===== src/rtl/dma_arb_pkg.sv =====
// Shared types and constants for the four-channel DMA request arbiter.
// Covers FSM states, channel transfer-mode encodings and command register bit positions.
package dma_arb_pkg;

  typedef enum logic [1:0] {
    ST_IDLE    = 2'd0,
    ST_GRANT   = 2'd1,
    ST_SERVICE = 2'd2
  } state_t;

  localparam logic [1:0] MODE_DEMAND  = 2'b00;
  localparam logic [1:0] MODE_SINGLE  = 2'b01;
  localparam logic [1:0] MODE_BLOCK   = 2'b10;
  localparam logic [1:0] MODE_CASCADE = 2'b11;

  localparam int CMD_DISABLE   = 2;
  localparam int CMD_ROTATE    = 4;
  localparam int CMD_DREQ_LOW  = 6;
  localparam int CMD_DACK_HIGH = 7;

  function automatic logic [3:0] onehot4(input logic [1:0] ch);
    onehot4 = 4'b0001 << ch;
  endfunction

endpackage


===== src/rtl/dma_priority_arbiter_if.sv =====
// Connects the arbiter to the pins, the register file and the timing-control FSM.
// The master side drives requests and status; the slave side is the arbiter.
interface dma_priority_arbiter_if;
  logic [3:0] DREQ;
  logic [7:0] commandReg;
  logic [3:0] maskReg;
  logic [3:0] requestReg;
  logic [7:0] modeSel;
  logic       validDACK;
  logic       cycleDone;
  logic       eopIn;
  logic [3:0] VALID_DREQ;
  logic [1:0] activeCh;
  logic       busy;
  logic [3:0] DACK;
  logic [3:0] reqStatus;
  logic [3:0] requestClr;

  modport master (
    output DREQ, commandReg, maskReg, requestReg, modeSel, validDACK, cycleDone, eopIn,
    input  VALID_DREQ, activeCh, busy, DACK, reqStatus, requestClr
  );

  modport slave (
    input  DREQ, commandReg, maskReg, requestReg, modeSel, validDACK, cycleDone, eopIn,
    output VALID_DREQ, activeCh, busy, DACK, reqStatus, requestClr
  );
endinterface


===== src/rtl/dma_priority_encoder.sv =====
// Picks the highest-priority pending channel, searching from rotPtr when rotating
// and from channel 0 otherwise.
module dma_priority_encoder (
  input  logic [3:0] pending,
  input  logic [1:0] rotPtr,
  input  logic       rotate,
  output logic [1:0] winner,
  output logic       anyReq
);

  logic [1:0] base;
  logic [1:0] idx;

  // Descending scan: the last hit written is the one closest to the search base.
  always_comb begin
    base   = rotate ? rotPtr : 2'd0;
    winner = 2'd0;
    idx    = 2'd0;
    for (int i = 3; i >= 0; i--) begin
      idx = base + 2'(i);
      if (pending[idx]) winner = idx;
    end
  end

  assign anyReq = |pending;

endmodule


===== src/rtl/dma_priority_arbiter.sv =====
// Four-channel DMA request arbiter and channel sequencer: arbitrates pending requests,
// holds the grant per transfer mode and drives the DACK pins.
module dma_priority_arbiter
  import dma_arb_pkg::*;
#(
  parameter int NCH = 4
) (
  input  logic                  CLK,
  input  logic                  RESET,
  dma_priority_arbiter_if.slave bus
);

  state_t     state_reg, state_next;
  logic [1:0] active_reg, active_next;
  logic [1:0] rot_ptr_reg, rot_ptr_next;
  logic       hold_reg, hold_next;
  logic [3:0] dreq_q_reg;
  logic [3:0] dack_reg, dack_next;
  logic [3:0] request_clr_reg, request_clr_next;

  logic [3:0] hw_req;
  logic [3:0] pending;
  logic [1:0] winner;
  logic       any_req;
  logic [1:0] cur_mode;
  logic       keep;
  logic       dack_on;

  assign hw_req   = (bus.commandReg[CMD_DREQ_LOW] ? ~dreq_q_reg : dreq_q_reg) & ~bus.maskReg;
  assign pending  = hw_req | bus.requestReg;
  assign cur_mode = bus.modeSel[{active_reg, 1'b0} +: 2];

  dma_priority_encoder u_enc (
    .pending (pending),
    .rotPtr  (rot_ptr_reg),
    .rotate  (bus.commandReg[CMD_ROTATE]),
    .winner  (winner),
    .anyReq  (any_req)
  );

  always_ff @(posedge CLK or posedge RESET) begin
    if (RESET) begin
      state_reg       <= ST_IDLE;
      active_reg      <= 2'd0;
      rot_ptr_reg     <= 2'd0;
      hold_reg        <= 1'b0;
      dreq_q_reg      <= 4'b0000;
      dack_reg        <= 4'b1111;
      request_clr_reg <= 4'b0000;
    end else begin
      state_reg       <= state_next;
      active_reg      <= active_next;
      rot_ptr_reg     <= rot_ptr_next;
      hold_reg        <= hold_next;
      dreq_q_reg      <= bus.DREQ;
      dack_reg        <= dack_next;
      request_clr_reg <= request_clr_next;
    end
  end

  always_comb begin
    state_next  = state_reg;
    active_next = active_reg;
    unique case (state_reg)
      ST_IDLE: begin
        if (!bus.commandReg[CMD_DISABLE] && any_req) begin
          state_next  = ST_GRANT;
          active_next = winner;
        end
      end
      ST_GRANT: begin
        if (bus.eopIn)                   state_next = ST_IDLE;
        else if (!pending[active_reg])   state_next = ST_IDLE;
        else if (bus.validDACK)          state_next = ST_SERVICE;
      end
      ST_SERVICE: begin
        if (bus.eopIn) begin
          state_next = ST_IDLE;
        end else if (bus.cycleDone) begin
          case (cur_mode)
            MODE_SINGLE, MODE_CASCADE: state_next = ST_IDLE;
            MODE_BLOCK:                state_next = ST_GRANT;
            default:                   state_next = pending[active_reg] ? ST_GRANT : ST_IDLE;
          endcase
        end
      end
      default: state_next = ST_IDLE;
    endcase
  end

  // A GRANT re-entered from SERVICE keeps DACK asserted so multi-cycle transfers see no gap.
  always_comb begin
    keep             = (state_reg == ST_SERVICE) || ((state_reg == ST_GRANT) && hold_reg);
    hold_next        = (state_next == ST_GRANT) && keep;
    dack_on          = (state_next == ST_SERVICE) || hold_next;
    rot_ptr_next     = ((state_reg == ST_SERVICE) && (state_next != ST_SERVICE)) ?
                       active_reg + 2'd1 : rot_ptr_reg;
    request_clr_next = ((state_reg == ST_SERVICE) && bus.eopIn) ? onehot4(active_reg) : 4'b0000;
  end

  for (genvar gi = 0; gi < NCH; gi++) begin : g_dack
    assign dack_next[gi] = (dack_on && (active_next == 2'(gi))) ~^ bus.commandReg[CMD_DACK_HIGH];
  end

  assign bus.VALID_DREQ = (state_reg == ST_GRANT) ? onehot4(active_reg) : 4'b0000;
  assign bus.activeCh   = active_reg;
  assign bus.busy       = (state_reg != ST_IDLE);
  assign bus.DACK       = dack_reg;
  assign bus.reqStatus  = pending;
  assign bus.requestClr = request_clr_reg;

endmodule


===== src/flat_wrapper.sv =====
// flat-port wrapper written by rule: the top's interface ports become plain ports
module dma_priority_arbiter_flat import dma_arb_pkg::*;
#(
  parameter int NCH = 4
)
  (CLK, RESET, bus_DREQ, bus_commandReg, bus_maskReg, bus_requestReg, bus_modeSel, bus_validDACK, bus_cycleDone, bus_eopIn, bus_VALID_DREQ, bus_activeCh, bus_busy, bus_DACK, bus_reqStatus, bus_requestClr);
  dma_priority_arbiter_if bus_i ();
  input  logic CLK;
  input  logic RESET;
  input wire logic [$bits(bus_i.DREQ)-1:0] bus_DREQ;
  input wire logic [$bits(bus_i.commandReg)-1:0] bus_commandReg;
  input wire logic [$bits(bus_i.maskReg)-1:0] bus_maskReg;
  input wire logic [$bits(bus_i.requestReg)-1:0] bus_requestReg;
  input wire logic [$bits(bus_i.modeSel)-1:0] bus_modeSel;
  input wire logic [$bits(bus_i.validDACK)-1:0] bus_validDACK;
  input wire logic [$bits(bus_i.cycleDone)-1:0] bus_cycleDone;
  input wire logic [$bits(bus_i.eopIn)-1:0] bus_eopIn;
  output wire logic [$bits(bus_i.VALID_DREQ)-1:0] bus_VALID_DREQ;
  output wire logic [$bits(bus_i.activeCh)-1:0] bus_activeCh;
  output wire logic [$bits(bus_i.busy)-1:0] bus_busy;
  output wire logic [$bits(bus_i.DACK)-1:0] bus_DACK;
  output wire logic [$bits(bus_i.reqStatus)-1:0] bus_reqStatus;
  output wire logic [$bits(bus_i.requestClr)-1:0] bus_requestClr;
  assign bus_i.DREQ = bus_DREQ;
  assign bus_i.commandReg = bus_commandReg;
  assign bus_i.maskReg = bus_maskReg;
  assign bus_i.requestReg = bus_requestReg;
  assign bus_i.modeSel = bus_modeSel;
  assign bus_i.validDACK = bus_validDACK;
  assign bus_i.cycleDone = bus_cycleDone;
  assign bus_i.eopIn = bus_eopIn;
  assign bus_VALID_DREQ = bus_i.VALID_DREQ;
  assign bus_activeCh = bus_i.activeCh;
  assign bus_busy = bus_i.busy;
  assign bus_DACK = bus_i.DACK;
  assign bus_reqStatus = bus_i.reqStatus;
  assign bus_requestClr = bus_i.requestClr;
  dma_priority_arbiter #(.NCH(NCH)) u_core (.CLK(CLK), .RESET(RESET), .bus(bus_i));
endmodule

===== config.mk =====
export PLATFORM = sky130hd
export DESIGN_NAME = dma_priority_arbiter_flat
export DESIGN_NICKNAME = d
export VERILOG_FILES = /design/src/rtl/dma_arb_pkg.sv /design/src/rtl/dma_priority_arbiter_if.sv /design/src/rtl/dma_priority_encoder.sv /design/src/rtl/dma_priority_arbiter.sv /design/src/flat_wrapper.sv
export SDC_FILE = /design/constraint.sdc
export NUM_CORES = 1
export LEC_CHECK = 0
export ABC_AREA = 1
export ABC_CLOCK_PERIOD_IN_PS = 4800
export CORE_ASPECT_RATIO = 1.4
export CORE_MARGIN = 2
export CORE_UTILIZATION = 49
export CTS_CLUSTER_DIAMETER = 40
export DETAILED_ROUTE_END_ITERATION = 6
export GPL_ROUTABILITY_DRIVEN = 0
export GPL_TIMING_DRIVEN = 0
export PLACE_DENSITY = 0.86
export SLEW_MARGIN = 20
export SYNTH_ARGS = -nofsm -noshare
export SYNTH_HDL_FRONTEND = slang
export SYNTH_HIERARCHICAL = 1
export SYNTH_SLANG_ARGS = --single-unit

===== constraint.sdc =====
create_clock -name CLK -period 4.8 [get_ports CLK]
set_clock_uncertainty 0.05 [all_clocks]
set_input_delay 1.2 -clock CLK [delete_from_list [all_inputs] [get_ports CLK]]
set_output_delay 1.2 -clock CLK [all_outputs]
set_load 0.005 [all_outputs]

; ---- Word-level counts from Yosys, hierarchy flattened
; Cells that the tools add are included.
[totals]
ff_bits = 19
input_bits = 33
out_inout_bits = 19
elab_cells = 83
[classes]
add_sub_neg = 4
magnitude_cmp = 5
n_eq_ne = 11
shifts = 2
mux = 29
bitwise_logic = 8
reduce_logical = 17
[ops]
columns = operator, n
row1 = 2-bit two-way mux, 13
row2 = 2-bit by 3-bit < comparator with 1-bit output (second input constant), 5
row3 = 2-bit equality test (second input constant), 6
row4 = 4-bit two-way mux, 3
row5 = 1-bit binary-select mux with 2-bit select, 5
row6 = 1-bit logical AND, 9
row7 = 2-bit by 1-bit equality test with 1-bit output (second input constant), 4
row8 = 4-bit inverter, 2
row9 = 8-bit by 4-bit variable part select with 2-bit output, 1
row10 = 1-bit two-way mux, 6
row11 = 2-bit case mux with 3 select lines, 1
row12 = 2-bit by 1-bit adder with 2-bit output (second input constant), 2
row13 = 2-bit adder (second input constant), 2
row14 = 4-bit AND, 1
row15 = 2-bit zero test, 2
row16 = 4-bit bitwise OR, 1
row17 = 2-bit case mux with 2 select lines, 1
row18 = 4-bit OR reduction, 1
row19 = 1-bit by 2-bit left shift with 4-bit output (first input constant), 1
row20 = 1-bit XNOR, 4
row21 = 1-bit logical OR, 2
row22 = 2-bit != test (second input constant), 1
row23 = 2-bit nonzero test, 1
row24 = 2-bit OR reduction, 1
row25 = 1-bit zero test, 1

; ---- Longest topological paths before layout
[logic_depth]
depth_word = 16
mapped_depth = 19
depth_no_buf = 19

; ---- By module
; Netlist, hierarchy kept.
[modules_own_cells]
columns = mod, instances, cells_per_inst, area_per_inst_um2, seq_area_each_um2
row1 = dma_priority_arbiter, 1, 150, 1177.4, 480.5
row2 = dma_priority_encoder, 1, 55, 300.3, 0.0

; ---- Worst setup path after synthesis
; OpenSTA, ideal clock, no wires.
[synth_timing]
path_type = in2out
start = input port bus_commandReg[6]
end = output port bus_reqStatus[3]
arrival_time_ps = 1467
required_time_ps = 3550
slack_ps = 2083
stages = 4
path_buffers = 0
cell_sequence = inv_2 > nand2_1 > nand3_2 > nand2_1
[synth_via]
elab_chain_cells = 3
[synth_lines]
columns = element, line_no
row1 = "start, declared", flat_wrapper.sv:11  ; input wire logic [$bits(bus_i.commandReg)-1:0] bus_commandReg;
row2 = 4-bit two-way mux, dma_priority_arbiter.sv:29  ; assign hw_req = (bus.commandReg[CMD_DREQ_LOW] ? ~dreq_q_reg : dreq_q_reg) & ~bus.maskReg;
row3 = 4-bit AND, dma_priority_arbiter.sv:29
row4 = 4-bit bitwise OR, dma_priority_arbiter.sv:30  ; assign pending = hw_req | bus.requestReg;
row5 = "end, declared", flat_wrapper.sv:22  ; output wire logic [$bits(bus_i.reqStatus)-1:0] bus_reqStatus;
; No other way between the ends.

; ---- Final worst setup path
[layout_timing]
start = input port bus_commandReg[6]
end = output port bus_reqStatus[1]
; The elaborated chain is that of the path after synthesis.

==> impl_metrics.ini <==
[run_status]
run_status = finished clean

[worst_setup_path]
worst_path_max_delay_cell = clkdlybuf4s50_1
critical_path_peak_fanout = 6
start_kind = input port
path_cells = clkdlybuf4s50_1 -> inv_2 -> nand2_2 -> nand3_2 -> nand2_1 -> clkdlybuf4s50_1
critical_path.max_stage_delay_ns = 0.57
cp_data_required_time_ns = 3.55
worstSetupPathType = in -> out
timing.critical_path.arrival_ns = 2.64
reg2reg_setup_slack_ns = 2.77
worst_path_most_repeated_cell = clkdlybuf4s50_1
setup.worst_path.end_class = output port
worst_path_dominant_cell_family = buffers and inverters
critical_path_buf_inv_count = 3

[synth]
largest_area_contributor_in_the_synthesized_netlist = dfrtp_1
synthesis.nets = 242
netlist.area_leader.share = 0.2540
synthesis.instances = 205
cell_types_occupying_the_most_area_after_synthesis = dfrtp_1 (25%), nand2_1 (12%), inv_1 (10%)
synth.lib_cells_used.distinct = 24
yosysWarningCount = 6
syn_area_per_cell_um2 = 7.208
mappedNetlistArea_um2 = 1478
synth.ff_latch_count = 19
synth_seq_area_share = 0.3251

[sta]
fmaxAchievable_mhz = 256.9
worstMarginPinSlew_ns = 0.7350
period_minus_slack_ns = 3.892
report.final.setup_viol = 0
min_period_over_period = 0.8108
worst_slew_margin_rel = 0.5095
rsz0062_at_grt = false
timing_max_transition_violations_final = 0
final_hold_vios = 0
finalSetupTns_ns = 0

[power_and_ir_drop]
leakage_nw = 1.081
vdd.ir_drop.worst_mv = 0.2735
cellPowerDensity_nw_per_um2 = 386.0

[clock_tree]
clock_latency_ns = 0.27
tritoncts = built
tritoncts.num_buffers = 3
htree_levels = 1
post_cts.repair.setup_buffers = 0
ctsResizeCount = 0
clk_transition_reported_paths_ns = 0.07
clock_tree.root_cell = clkbuf_8
number_of_clock_sinks = 19
ctsLongestPathBuffers = 2
number_of_buffers_inserted_for_hold_repair_after_clock_tree_synthesis = 0

[route]
num_vias = 1391
dr.first_iter.drc_count = 36
vias_per_cell = 4.764
drcViolationCount = 0
ant_nets = 0
routedWlPerCell_um = 11.10
routed_wl_um = 3240
number_of_iterations_in_the_first_detailed_routing_pass = 4

[layout]
antenna_cells = 0
design.final.nets = 293
post_route_cells_drive_above_1_share = 0.1961
area_overhead_of_the_layout_relative_to_synthesis_pct = 37.43
final_area_um2 = 2031
post_layout_util = 0.7057

[global_route]
grt_pass1_vias = 1414
grt-ovfl-total = 0
grt_first_pass_wirelength_um = 5658
initial_antenna_violation_count = 0
grt_max_degree = 20
grtUsageTotal = 0.2156

[placement]
detailed_place_hpwl_um = 2669
io_buffers = 46
dpl-instance-area_um2 = 1984

[floorplanning]
core_um2 = 2878
y_dimension_of_the_die_um = 68.98
die_area_um2 = 3477
boundaryPins = 52
row_count = 23
start_util = 0.5135
chipWidth_um = 50.41

[min_path]
timing.hold.worst.class = reg -> reg

[job]
timing.max_cap.violations = 0
[worst register-to-register path: stages (launching register included)]
cell and delay [ns]:
dfrtp_1 0.39, inv_1 0.06, nand2_1 0.06, nand3_2 0.07, nand2_1 0.09, inv_1 0.08, nand3_1 0.09, nand3_1 0.11
nand2_1 0.07, inv_2 0.06, o21ai_1 0.06, nand2_1 0.05, nand2_1 0.05, o21ai_1 0.23, inv_1 0.12, nor2_1 0.16
nand2_1 0.07, nand2_1 0.05, nand2_1 0.05
[synth_stat cells, drive strengths merged]
| library cell | n |
|---|---|
| nand2 | 67 |
| inv | 44 |
| nand3 | 27 |
| nor2 | 26 |
| dfrtp | 15 |
| o21ai | 9 |
| dfstp | 4 |
| ha | 4 |
| buf | 3 |
| a21oi | 1 |
| a32oi | 1 |
| nand3b | 1 |
| nand4 | 1 |
| nor3 | 1 |
| o22ai | 1 |
[area by class of cell]
type                            instances  area [um2]
Timing Repair Buffer                   46       460.4
Sequential cell                        19       480.5
Inverter                               44       167.7
Fill cell                             238       847.1
Clock buffer                            3       41.29
Buffer                                  3       33.78
Multi-Input combinational cell        139       795.8
Clock inverter                          1       5.005
Tap cell                               37       46.29
[metrics by stage]
| stage | std cells | worst slack, ns | hold WS [ns] | power [mW] |
|---|---|---|---|---|
| floorplan | 205 | 2.083 | 0.4300 | 0.5315 |
| detailed placement | 288 | 0.9064 | 0.4586 | 0.6720 |
| global placement | 288 | 0.9051 | 0.4442 | 0.6611 |
| global route | 292 | 0.8046 | 0.5198 | 0.8529 |
| finish | 292 | 0.9081 | 0.4800 | 0.7839 |
| CTS | 292 | 0.9061 | 0.4778 | 0.7916 |
[report_power, final]
part	internal (mW)	total (mW)	switching (mW)	leakage [nW]
logic	0.192	0.452	0.260	0.822
registers	0.189	0.217	0.0284	0.233
clock network	0.0580	0.115	0.0568	0.0255
total	0.439	0.784	0.345	1.08
[logic make-up (layout without fill, tap and decap cells)]
| group | after synthesis | in the layout | synth area share |
|---|---|---|---|
| AND/OR/NAND/NOR | 123 | 123 | 0.4378 |
| flip-flops | 19 | 19 | 0.3251 |
| buffers and inverters | 47 | 97 | 0.1363 |
| adder cells (fa/ha/maj) | 4 | 4 | 0.03387 |
| AO/OA/AOI/OAI | 12 | 12 | 0.06690 |
[path summary, 6_finish.rpt]
path | start | to | cells after the start
worst max-delay path | bus_commandReg[6] | bus_reqStatus[1] | 6
worst min-delay path | u_core/rot_ptr_reg[0] | u_core/rot_ptr_reg[0] | 2
worst max register to register | u_core/dreq_q_reg[3] | u_core/bus.DACK[0] | 18
worst min register to register | u_core/rot_ptr_reg[0] | u_core/rot_ptr_reg[0] | 2
max in group asynchronous | RESET | u_core/state_reg[0] | 2
min in group asynchronous | RESET | u_core/bus.requestClr[1] | 2
[metal layers]
metal  vias to the layer above  wire length (um)  GRT usage
met4                         0                77     0.1014
met1                       635              1268     0.2209
li1                        721                 -          -
met2                        28              1773     0.4391
met5                         -                 0          0
met3                         7               120    0.01509
[placed cells by master, fill, tap and decap left out, types with 3 or more instances in the layout]
cell type and count:
clkbuf_8 3, ha_1 4, nand2_4 5, buf_6 3, dfstp_2 4, nand3_2 10
nor2_1 23, o21ai_0 3, nand2_2 13, o21ai_1 5, nand2_1 48, clkdlybuf4s50_1 46
inv_1 40, nand3_1 17, inv_2 3, dfrtp_1 15, nor2_2 3
No activity file was read; power rests on OpenSTA's default activity.
